===== src/rtl/reverse_polish_notation.sv =====
// Serial-command RPN calculator: one-wire command frames drive an operand stack; enter
// serialises the top of stack onto dOut. Define RPN_SATURATE_EN to clamp add/mult results.
module reverse_polish_notation #(
  parameter int WIDTH = 8,
  parameter int DEPTH = 8
) (
  input  logic clk,
  input  logic rst,
  input  logic dIn,
  output logic dOut
);

  localparam int SP_W  = $clog2(DEPTH + 1);
  localparam int IDX_W = $clog2(DEPTH);
  localparam int CNT_W = $clog2(WIDTH);

  typedef enum logic [2:0] {DEC_IDLE, DEC_OP1, DEC_DATA, DEC_OP2, DEC_OP3} dec_state_e;
  typedef enum logic [1:0] {TX_IDLE, TX_START, TX_SEP, TX_DATA} tx_state_e;

  function automatic logic [WIDTH-1:0] rpn_add(input logic [WIDTH-1:0] a,
                                               input logic [WIDTH-1:0] b);
`ifdef RPN_SATURATE_EN
    logic [WIDTH:0] sum;
    sum = {1'b0, a} + {1'b0, b};
    rpn_add = sum[WIDTH] ? {WIDTH{1'b1}} : sum[WIDTH-1:0];
`else
    rpn_add = a + b;
`endif
  endfunction

  function automatic logic [WIDTH-1:0] rpn_mul(input logic [WIDTH-1:0] a,
                                               input logic [WIDTH-1:0] b);
`ifdef RPN_SATURATE_EN
    logic [2*WIDTH-1:0] prod;
    prod = {{WIDTH{1'b0}}, a} * {{WIDTH{1'b0}}, b};
    rpn_mul = (|prod[2*WIDTH-1:WIDTH]) ? {WIDTH{1'b1}} : prod[WIDTH-1:0];
`else
    rpn_mul = a * b;
`endif
  endfunction

  dec_state_e         dec_state_q, dec_state_d;
  logic [CNT_W-1:0]   bit_cnt_q;
  logic [WIDTH-2:0]   shift_q;
  logic               b2_q;
  logic [WIDTH-1:0]   push_val_s;
  logic               push_s, clear_s, add_s, mult_s, enter_s;

  logic [WIDTH-1:0]   stack_q [DEPTH];
  logic [SP_W-1:0]    sp_q;
  logic [IDX_W-1:0]   top_idx_s, sec_idx_s, push_idx_s;
  logic               full_s, empty_s, two_s;

  tx_state_e          tx_state_q, tx_state_d;
  logic [CNT_W-1:0]   tx_cnt_q;
  logic [WIDTH-1:0]   tx_shift_q;
  logic               dout_q, dout_d;

  // Decoder state register
  always_ff @(posedge clk or negedge rst) begin
    if (!rst) dec_state_q <= DEC_IDLE;
    else      dec_state_q <= dec_state_d;
  end

  // Decoder next-state logic, one transition per sampled bit
  always_comb begin
    dec_state_d = dec_state_q;
    case (dec_state_q)
      DEC_IDLE: dec_state_d = dIn ? DEC_OP1 : DEC_IDLE;
      DEC_OP1:  dec_state_d = dIn ? DEC_OP2 : DEC_DATA;
      DEC_DATA: dec_state_d = (bit_cnt_q == CNT_W'(WIDTH - 1)) ? DEC_IDLE : DEC_DATA;
      DEC_OP2:  dec_state_d = DEC_OP3;
      DEC_OP3:  dec_state_d = DEC_IDLE;
      default:  dec_state_d = DEC_IDLE;
    endcase
  end

  // Decoder command strobes, asserted on the cycle carrying the last command bit
  always_comb begin
    push_s  = 1'b0;
    clear_s = 1'b0;
    add_s   = 1'b0;
    mult_s  = 1'b0;
    enter_s = 1'b0;
    if (dec_state_q == DEC_DATA) begin
      push_s = (bit_cnt_q == CNT_W'(WIDTH - 1));
    end else if (dec_state_q == DEC_OP3) begin
      case ({b2_q, dIn})
        2'b00:   clear_s = 1'b1;
        2'b01:   add_s   = 1'b1;
        2'b10:   mult_s  = 1'b1;
        2'b11:   enter_s = 1'b1;
        default: clear_s = 1'b0;
      endcase
    end else begin
      push_s = 1'b0;
    end
  end

  assign push_val_s = {shift_q, dIn};

  // Data bit collection and opcode bit capture
  always_ff @(posedge clk or negedge rst) begin
    if (!rst) begin
      bit_cnt_q <= '0;
      shift_q   <= '0;
      b2_q      <= 1'b0;
    end else begin
      if (dec_state_q == DEC_DATA) begin
        shift_q   <= push_val_s[WIDTH-2:0];
        bit_cnt_q <= bit_cnt_q + CNT_W'(1);
      end else begin
        bit_cnt_q <= '0;
      end
      if (dec_state_q == DEC_OP2) b2_q <= dIn;
    end
  end

  assign top_idx_s  = IDX_W'(sp_q - SP_W'(1));
  assign sec_idx_s  = IDX_W'(sp_q - SP_W'(2));
  assign push_idx_s = IDX_W'(sp_q);
  assign full_s     = (sp_q == SP_W'(DEPTH));
  assign empty_s    = (sp_q == SP_W'(0));
  assign two_s      = (sp_q >= SP_W'(2));

  // Operand stack; binary ops write the result over the second entry and drop one
  always_ff @(posedge clk or negedge rst) begin
    if (!rst) begin
      sp_q <= '0;
      for (int i = 0; i < DEPTH; i++) stack_q[i] <= '0;
    end else if (clear_s) begin
      sp_q <= '0;
    end else if (push_s && !full_s) begin
      stack_q[push_idx_s] <= push_val_s;
      sp_q                <= sp_q + SP_W'(1);
    end else if (add_s && two_s) begin
      stack_q[sec_idx_s] <= rpn_add(stack_q[top_idx_s], stack_q[sec_idx_s]);
      sp_q               <= sp_q - SP_W'(1);
    end else if (mult_s && two_s) begin
      stack_q[sec_idx_s] <= rpn_mul(stack_q[top_idx_s], stack_q[sec_idx_s]);
      sp_q               <= sp_q - SP_W'(1);
    end
  end

  // Transmitter state register
  always_ff @(posedge clk or negedge rst) begin
    if (!rst) tx_state_q <= TX_IDLE;
    else      tx_state_q <= tx_state_d;
  end

  // Transmitter next-state logic; an enter arriving while busy is dropped
  always_comb begin
    tx_state_d = tx_state_q;
    case (tx_state_q)
      TX_IDLE:  tx_state_d = (enter_s && !empty_s) ? TX_START : TX_IDLE;
      TX_START: tx_state_d = TX_SEP;
      TX_SEP:   tx_state_d = TX_DATA;
      TX_DATA:  tx_state_d = (tx_cnt_q == CNT_W'(WIDTH - 1)) ? TX_IDLE : TX_DATA;
      default:  tx_state_d = TX_IDLE;
    endcase
  end

  // Transmitter line value for the next cycle
  always_comb begin
    dout_d = 1'b0;
    case (tx_state_q)
      TX_START: dout_d = 1'b1;
      TX_DATA:  dout_d = tx_shift_q[WIDTH-1];
      default:  dout_d = 1'b0;
    endcase
  end

  // Frame payload latch, bit counter and registered output
  always_ff @(posedge clk or negedge rst) begin
    if (!rst) begin
      tx_cnt_q   <= '0;
      tx_shift_q <= '0;
      dout_q     <= 1'b0;
    end else begin
      dout_q <= dout_d;
      if (tx_state_q == TX_IDLE && tx_state_d == TX_START) begin
        tx_shift_q <= stack_q[top_idx_s];
      end else if (tx_state_q == TX_DATA) begin
        tx_shift_q <= {tx_shift_q[WIDTH-2:0], 1'b0};
      end
      if (tx_state_q == TX_DATA) tx_cnt_q <= tx_cnt_q + CNT_W'(1);
      else                       tx_cnt_q <= '0;
    end
  end

  assign dOut = dout_q;

endmodule


===== config.mk =====
export PLATFORM = sky130hd
export DESIGN_NAME = reverse_polish_notation
export DESIGN_NICKNAME = d
export VERILOG_FILES = /design/src/rtl/reverse_polish_notation.sv
export SDC_FILE = /design/constraint.sdc
export NUM_CORES = 1
export LEC_CHECK = 0
export CORE_AREA = 2 2 124 126
export DETAILED_ROUTE_END_ITERATION = 8
export DIE_AREA = 0 0 126 128
export PLACE_DENSITY = 0.58
export SLEW_MARGIN = 20
export SYNTH_ARGS = -nofsm -noshare
export SYNTH_HDL_FRONTEND = slang
export SYNTH_SLANG_ARGS = --single-unit

===== constraint.sdc =====
create_clock -name clk -period 14.75 [get_ports clk]
set_clock_uncertainty 0.05 [all_clocks]
set_input_delay 2.95 -clock clk [delete_from_list [all_inputs] [get_ports clk]]
set_output_delay 2.95 -clock clk [all_outputs]
set_load 0.02 [all_outputs]

Word level (Yosys, flattened, before mapping):

Index checks and enable logic that the tools add are counted.

* bits in registers: 96
* bits of input ports: 3
* output and inout port bits: 1
* word-level logic and storage cells: 110

* $add $sub $neg: 6
* multiply operators: 1
* magnitude comparators: 6
* equality and inequality tests: 14
* multiplexer cells: 45
* bitwise gates (word level): 4
* reduce and logical (&&, ||, !) cells: 17

Operators with widths (count)
* $bwmux 64: 3
* $mux 64: 3
* $mux 8: 8
* $bmux 8 s3: 2
* $demux 8 s3: 2
* $mux 1: 16
* $mux 4: 4
* $ge 4x4->1 const B: 3
* $not 3->4: 3
* $pmux 3 s4: 1
* $eq 3x3->1 const B: 3
* $add 8x8->8: 1
* $eq 2x2->1 const B: 4
* $lt 4x1->1 const B: 2
* $mul 8x8->8: 1
* $pmux 2 s4: 1
* $logic_and 1x1->1: 7
* $add 3x1->3 const B: 2
* $eq 2x1->1 const B: 3
* $eq 3x2->1 const B: 2
* $mux 3: 2
* $add 4x1->4 const B: 1
* $eq 4x4->1 const B: 1
* $ge 4x2->1 const B: 1
* other kinds (14): 17

Logic depth before layout (Yosys ltp):

Gate-level depths: netlist (run 1).

* depth after elaboration: 10
* gate-level depth with buffers: 26
* gate-level depth less buffers: 22

Least setup slack after synthesis (run 1):

No wires, ideal clock.

* path kind: register to register
* from: reg sp_q[1]
* to: reg stack_q[23] (netlist bit)
* setup time: 0.135 ns
* data arrival time: 5.656 ns
* data required time: 14.565 ns
* setup slack: 8.909 ns
* stages on the path, launching flop included: 25
* buffers on the path: 4
* clock period less this slack: 5.841 ns
* path through: dfrtp_1 -> buf_4 -> clkbuf_1 -> inv_1 -> ha_1 -> buf_6 -> buf_2 -> mux4_2 -> mux2_2 -> ha_1 -> inv_1 -> fa_1 -> inv_1 -> ha_1 -> fa_1 -> inv_1 -> fa_1 -> inv_1 -> ha_1 -> a21oi_1 -> xnor2_1 -> xnor2_1 -> xnor2_2 -> mux2i_4 -> a31oi_1

* word-level cells in the longest chain between the ends: 10
* elaborated cells on any way between the ends: 37
* those cells by class: add/sub (3); mul (1); order compare (5); eq/ne (1); mux (16); bitwise (3); reduce/logical (8)

RTL lines
* start, declared: RTL line 50 `logic [SP_W-1:0] sp_q;`
* start signal, assigned: RTL line 135 `sp_q <= sp_q + SP_W'(1);`
* start signal, assigned: RTL line 138 `sp_q <= sp_q - SP_W'(1);`
* start signal, assigned: RTL line 141 `sp_q <= sp_q - SP_W'(1);`
* $sub 4x1->4 or $sub 3x2->3 (tied branches)
* $not 3->4 (not written as such): RTL line 137, 140
* $bmux 8 s3 (tied with other cells): RTL line 137, 140
* $mux 8 (not written as such) or $logic_and 1x1->1 (tied branches): RTL line 137, 140
* $mux 8 (not written as such): RTL line 137, 140
* $mul 8x8->8 or $demux 8 s3 (tied branches): RTL line 38, 137, 140
* $bwmux 64: RTL line 140 `stack_q[sec_idx_s] <= rpn_mul(stack_q[top_idx_s], stack_q[sec_idx_s]);`
* $mux 64: RTL line 139 `end else if (mult_s && two_s) begin`
* $mux 64: RTL line 136 `end else if (add_s && two_s) begin`
* $mux 64: RTL line 133 `end else if (push_s && !full_s) begin`
* end signal, assigned by index: RTL line 134 `stack_q[push_idx_s] <= push_val_s;`
* end signal, assigned by index: RTL line 137 `stack_q[sec_idx_s] <= rpn_add(stack_q[top_idx_s], stack_q[sec_idx_s]);`
* end signal, assigned by index: RTL line 140
* end, declared: RTL line 49 `logic [WIDTH-1:0] stack_q [DEPTH];`

Several ways; a longest one is shown, not always the timed one. The select of a mux whose other input is x is not followed.
A chain may end at the register's enable or synchronous reset.

Final worst setup path (run 1):

* from: reg sp_q[0]
* to: reg stack_q[62] (netlist bit)

The elaborated chain is that of the path after synthesis.

==> results of run 1 <==
[per-stage QoR]
stage | hold WS [ns] | setup WS [ns] | cell area (sq um) | utilization, % | total power (uW)
6_report | 0.3977 | 8.182 | 7273 | 48.93 | 981.2
5_1_grt | 0.4142 | 7.847 | 7273 | 48.93 | 1028
4_1_cts | 0.3943 | 8.215 | 7273 | 48.93 | 980.5
3_5_place_dp | 0.3843 | 8.242 | 6945 | 46.73 | 721.4
3_3_place_gp | 0.3857 | 8.263 | 6925 | 46.59 | 714.2
2_1_floorplan | 0.3599 | 8.909 | 6849 | - | 646.4
[layer usage]
metal	up-vias	track usage [%]
met4	0	7.498
met3	27	4.841
met2	222	38.96
li1	2384	-
met5	-	0
met1	2670	32.27
[where the power goes]
group	total, uW	internal, uW	switching [uW]
Clock	260	150	110
Combinational	368	156	212
Sequential	352	297	55.2
Total	981	604	378
[area by class of cell]
| type | instances | area [sq um] |
|---|---|---|
| Timing Repair Buffer | 11 | 100.1 |
| Inverter | 54 | 202.7 |
| Sequential cell | 96 | 2404 |
| Multi-Input combinational cell | 494 | 4004 |
| Clock inverter | 7 | 102.6 |
| Tap cell | 188 | 235.2 |
| Clock buffer | 9 | 225.2 |
| Fill cell | 1400 | 7591 |
[cell families after synthesis]
group           Yosys count  share of synthesized area (%)
buf+inv                 100                          6.576
simple gates            182                          11.84
fa+ha+maj                47                          10.01
mux                      69                          17.41
xor+xnor                 25                          4.184
flops                    96                          35.07
compound gates          171                          14.91
[flip-flops by register name (all words and copies together) (netlist names)]
signal       flops
b2_q             1
bit_cnt_q        3
dOut             1
dec_state_q      3
shift_q          7
sp_q             4
stack_q         64
tx_cnt_q         3
tx_shift_q       8
tx_state_q       2
[critical path, stage by stage (launching register included)]
cell       delay [ns]
dfrtp_2          0.34
buf_4            0.54
inv_2            0.18
ha_1             0.32
buf_4            0.31
mux4_1           0.37
mux2i_2          0.46
and2b_2          0.28
ha_1             0.19
fa_1             0.48
ha_1             0.28
inv_1            0.05
fa_1             0.59
inv_1            0.06
ha_1             0.28
a21o_1           0.18
a21oi_1          0.18
xor2_1           0.17
nor2_1           0.07
a21oi_1          0.60
a2bb2oi_1        0.30
o21ai_1          0.08
[final timing paths]
| path | from | endpoint | slack (ns) | cells past startpoint |
|---|---|---|---|---|
| setup / recovery | sp_q[0]$_DFFE_PN0P_ | stack_q[62]$_DFFE_PN0P_ | 8.18 | 21 |
| hold / removal | tx_cnt_q[0]$_DFF_PN0_ | tx_cnt_q[0]$_DFF_PN0_ | 0.40 | 1 |
| setup reg to reg | sp_q[0]$_DFFE_PN0P_ | stack_q[62]$_DFFE_PN0P_ | 8.18 | 21 |
| hold reg to reg | tx_cnt_q[0]$_DFF_PN0_ | tx_cnt_q[0]$_DFF_PN0_ | 0.40 | 1 |
| max in group asynchronous | rst | sp_q[0]$_DFFE_PN0P_ | 10.95 | 2 |
| min in group asynchronous | rst | tx_cnt_q[0]$_DFF_PN0_ | 2.52 | 1 |
[cell usage after synthesis (all sizes together)]
master and number:
nand4 2, o31ai 1, o22ai 7, o32a 1, a31oi 8, nand2b 1
fa 13, nor2 51, and2b 3, and2 4, a22o 4, a2bb2oi 4
xor2 5, bufbuf 1, o21bai 1, or3 1, a221oi 1, a21o 5
mux4 32, and3 20, nor3 2, inv 54, mux2 18, nand3 7
o21ai 71, a21oi 34, mux2i 19, clkbuf 28, xnor3 1, nor4 1
nand2 87, xnor2 19, a22oi 33, ha 34, a21boi 1, buf 17
dfrtp 96, nor3b 3
==> impl_results.md, run 1 <==
- Met2 WL: 8.949 mm
- Setup Viol. Count Final: 0
- Vias per cell: slightly above 6
- CTS tree: built
- Crit-path max FO: 50
- Tightest Pin Transition: 1.003 ns
- Peak supply drop: approximately 0.11 mV
- Net count, final: slightly above 700
- Vias: 5303
- Clock tree buffer depth: 2
- Routed wire length: 18.49 mm
- Die Wd: 126 microns
- GPL Wtd Cong: 0.9238
- Largest cells by area after synthesis: dfrtp_1, mux4_2, ha_1
- DR iter-0 viols: roughly 550
- Syn nets: 740
- Critical Path AT: about 6.7 ns
- Status: complete, no violations
- Pwr Density: 134.9 mW/mm^2
- Met3 WL: 1.106 mm
- Die Footprint: 0.01613 sq mm
- Clock Latency Late Sink: between 0.3 and 0.4 ns
- Number of remaining DRC errors: 0
- First-pass DRT Iterations: 5
- Peak Freq: 152.3 MHz
- Die Height: 128 microns
- Number of global-route vias before repair: 5252
- Std-Cell Rows: 45
- Clock transition at path regs: roughly 0.070 ns
- Post-placement cell count: 843
- Synth-to-Final Area Change: 6.193%
- Synth cell types: 57
- Static Leakage: 0.003221 uW
- Post_cts resized: 0
- Synth Area per Inst: 9.926 sq um
- Clock root buffer: clkbuf_16
- Crit start category: flip-flop
- Finished Layout Cells: 859
- Share of the synthesized area in the top cell type: 35.07%
- Setup TNS: 0 ns
- Total CTS buffers: 9
- Most frequent cells in the layout: dfrtp_1, nand2_1, o21ai_1
- Post-CTS Setup Bufs: 0
- Antenna-violating nets left: 0
- HP Class: reg -> reg
- Core footprint: between 0.01 and 0.015 sq mm
- Starting density of the core: 46.08%
- Setup CP Type: reg -> reg
- Unrepaired setup endpoints after global routing: false
- Grt total ovfl: 0
- Mean routed wirelength per cell: roughly 22 microns
- Synthesis-stage register bit count: 96
- IO Pins: 4
- Clock sinks: 96
- Post-Synthesis Cell Area: 0.006849 sq mm
- Largest net degree at the start of global routing: 55
- CP endpoint kind: flip-flop
- Post-DP HPWL: 13.52 mm
- Synth Warn #: 0
- Max-slew headroom: between 30% and 40%
- Synth area leader: dfrtp_1
- Max cap viols: 0
- Met1 Wirelength: approximately 8.1 mm
- Commonest non-fill, non-tap cell in the layout: dfrtp_1
- Antenna violations before repair: 0
- Top Metal Used: met4
- Pins Over Slew Limit: 0
- Tot GR Track Use: 23.87%
- Tmin final: 6.568 ns
- CTS hold repair buffers: 0
- First-pass GRT wire length: 29.77 mm
- Antenna Cells: 0
- Proportion of layout cells with a drive suffix above 1: 13.71%
- H-tree levels: 3
- Seq/Total Area, Yosys: 35.07%
- Cells after Synth: 690
- Final period util: roughly 45%
- Port Buffers: 3
- Hold Fails Final Rpt: 0
- WP data required: between 10 and 15 ns
(Power assumes the default switching activity.)
==> inputs of run 2 (changes only) <==
- clock period: 14.75 -> 6.5 ns (I/O delays scaled with it)
==> impl_results.md, run 2 (synthesis results as in run 1) <==
- Status: complete, no violations
- Number of remaining DRC errors: 0 (unchanged)
- Hold Fails Final Rpt: 0 (unchanged)
- Crit start category: flip-flop
- Die Footprint: 0.01613 sq mm (unchanged)
- Setup TNS: 0 ns (unchanged)
- CP endpoint kind: flip-flop
- Hold Path Stages: 1 (unchanged)
- Final period util: 88.19% (+44 points)
- Starting density of the core: 46.08% (unchanged)
- Largest net degree at the start of global routing: 84 (+53%)
- WP data required: 6.67 ns (-8.25 ns)
- Finished Layout Cells: 863 (+0.47%)
- Worst reg2reg path endpoint: stack_q[39]$_DFFE_PN0P_
- Clock Latency Late Sink: 0.35 ns (about the same)
- Post-placement cell count: 847 (+0.47%)
- Register-to-Register Path Depth: 18 (-14%)
- Switch Pwr: 859.0 uW (+130%)
- Clk network pwr share: 26.4% (about the same)
- Net count, final: 720 (+0.56%)
- Most flops, register: stack_q
- H-tree levels: 3 (unchanged)
- Comb power frac: 38.1% (+0.6 points)
- Switching fraction of total power: 38.34% (-0.13 points)
- Antenna-violating nets left: 0 (unchanged)
- Peak Freq: 174.4 MHz (+15%)
- Max cap viols: 0 (unchanged)
- Crit-path max FO: 39 (-22%)
- Clock tree buffer depth: 2 (unchanged)
- Synth-to-Final Area Change: 6.905%
- Largest regs: stack_q x64, tx_shift_q x8, shift_q x7
- Tmin final: 5.732 ns (-0.8354 ns)
- Commonest non-fill, non-tap cell in the layout: dfrtp_1
- Fill count: 1393 (-0.50%)
- GPL Wtd Cong: 0.8798 (-4.8%)
- Peak supply drop: 0.2141 mV (+91%)
- Number of global-route vias before repair: 5422 (+3.2%)
- FF-to-FF setup slack: 0.77 ns (-7.41 ns)
- Static Leakage: 0.003241 uW (+0.60%)
- Seq pwr share: 35.5% (-0.4 points)
- Vias: 5320 (+0.32%)
- Antenna violations before repair: 0 (unchanged)
- Critical Path AT: 5.90 ns (-0.83 ns)
- Seq. cell area: 0.002404 sq mm (unchanged)
- Max-slew headroom: 31.49% (-1.2 points)
- Internal: 1381 uW (+130%)
- Unrepaired setup endpoints after global routing: false
- Pwr Density: 306.0 mW/mm^2 (+130%)
- Total CTS buffers: 9 (unchanged)
- Hold path endpoint: tx_cnt_q[0]$_DFF_PN0_
- Tightest Pin Transition: 1.021 ns (+0.01815 ns)
- Tot GR Track Use: 24.38% (+0.51 points)
- Clock transition at path regs: 0.07 ns (about the same)
- DR iter-0 viols: 440 (-19%)
- Pins Over Slew Limit: 0 (unchanged)
- Port Buffers: 3 (unchanged)
- Max FFs per register: 64 (unchanged)
- Area of the multi-input gates: 0.004004 sq mm (unchanged)
- HP Class: reg -> reg
- Antenna Cells: 0 (unchanged)
- Clock root buffer: clkbuf_16
- Reg2Reg Launch Point: sp_q[0]$_DFFE_PN0P_
- Routed wire length: 18.73 mm (+1.3%)
- CTS hold repair buffers: 0 (unchanged)
- Most frequent cells in the layout: dfrtp_1, nand2_1, o21ai_1
- Proportion of layout cells with a drive suffix above 1: 14.22% (+0.51 points)
- HP Start: tx_cnt_q[0]$_DFF_PN0_
- Grt total ovfl: 0 (unchanged)
- Setup Viol. Count Final: 0 (unchanged)
- Mean routed wirelength per cell: 21.70 microns (+0.81%)
- Post_cts resized: 0 (unchanged)
- CTS tree: built
- First-pass GRT wire length: 30.15 mm (+1.3%)
- Vias per cell: 6.165 (-0.14%)
- IO Pins: 4 (unchanged)
- Clock sinks: 96 (unchanged)
- Post-DP HPWL: 13.73 mm (+1.5%)
- Die Wd: 126 microns (unchanged)
- Die Height: 128 microns (unchanged)
- Setup CP Type: reg -> reg
- Post-CTS Setup Bufs: 0 (unchanged)
- Std-Cell Rows: 45 (unchanged)
- First-pass DRT Iterations: 5 (unchanged)
- Core footprint: 0.01486 sq mm (unchanged)
[run 2: cell types whose count changed in the layout (fill, tap and decap cells not counted), sizes merged]
cell	before	now
clkinvlp	1	3
clkinv	2	0
buf	9	13
[run 2: final cells by class]
class                           count  share of cell area, %
Sequential cell                    96                  32.83
Clock inverter                      7                  1.401
Inverter                           54                  2.768
Multi-Input combinational cell    494                  54.68
Tap cell                          188                  3.213
Timing Repair Buffer               15                  2.033
Clock buffer                        9                  3.076
[run 2: how the worst max path moves through the flow]
stage | to | startpoint | cells past startpoint | slack, ns
6_report | stack_q[39]$_DFFE_PN0P_ | sp_q[0]$_DFFE_PN0P_ | 18 | 0.77
5_1_grt | stack_q[47]$_DFFE_PN0P_ | sp_q[0]$_DFFE_PN0P_ | 18 | 0.45
2_1_floorplan | stack_q[23]$_DFFE_PN0P_ | sp_q[1]$_DFFE_PN0P_ | 24 | 0.66
3_5_place_dp | stack_q[39]$_DFFE_PN0P_ | sp_q[0]$_DFFE_PN0P_ | 18 | 0.77
4_1_cts | stack_q[39]$_DFFE_PN0P_ | sp_q[0]$_DFFE_PN0P_ | 18 | 0.74
3_3_place_gp | stack_q[6]$_DFFE_PN0P_ | sp_q[0]$_DFFE_PN0P_ | 19 | 0.71
[run 2: worst max-delay path, cell delays in order (launching register included)]
cell     delay [ns]
dfrtp_2        0.37
buf_4          0.45
mux4_1         0.65
mux2i_2        0.45
and2b_2        0.28
ha_1           0.20
fa_1           0.48
ha_1           0.29
inv_1          0.06
fa_1           0.53
fa_1           0.49
inv_1          0.08
a21o_1         0.11
a21oi_1        0.07
xnor2_1        0.21
xnor2_1        0.20
xnor2_2        0.12
mux2i_4        0.34
a31oi_1        0.15
[run 2: stage by stage]
step	util [%]	total power (uW)	setup WS [ns]	hold WS (ns)	area (sq um)
detailed placement	47.03	1660	0.7678	0.3771	6990
CTS	49.23	2252	0.7410	0.3874	7318
global placement	46.74	1641	0.7122	0.3714	6948
floorplan	-	1467	0.6588	0.3599	6849
finish	49.26	2240	0.7675	0.3836	7322
global route	49.26	2358	0.4541	0.4144	7322
[run 2: power by group through the flow]
stage / logic [uW] / clock network (uW) / registers, uW
floorplan: 734 / 0 / 733
global placement: 842 / 0 / 800
detailed placement: 855 / 0 / 805
CTS: 857 / 603 / 793
global route: 918 / 629 / 811
finish: 854 / 592 / 794
[run 2: per-layer routing]
| layer | share of wire (%) | vias up | routed length [microns] | GRT usage, % |
|---|---|---|---|---|
| li1 | - | 2401 | - | - |
| met1 | 42 | 2627 | 7860 | 32.36 |
| met2 | 46 | 226 | 8698 | 38.11 |
| met3 | 7.1 | 66 | 1323 | 5.175 |
| met4 | 4.5 | 0 | 849 | 12.22 |
| met5 | 0 | - | 0 | 0 |
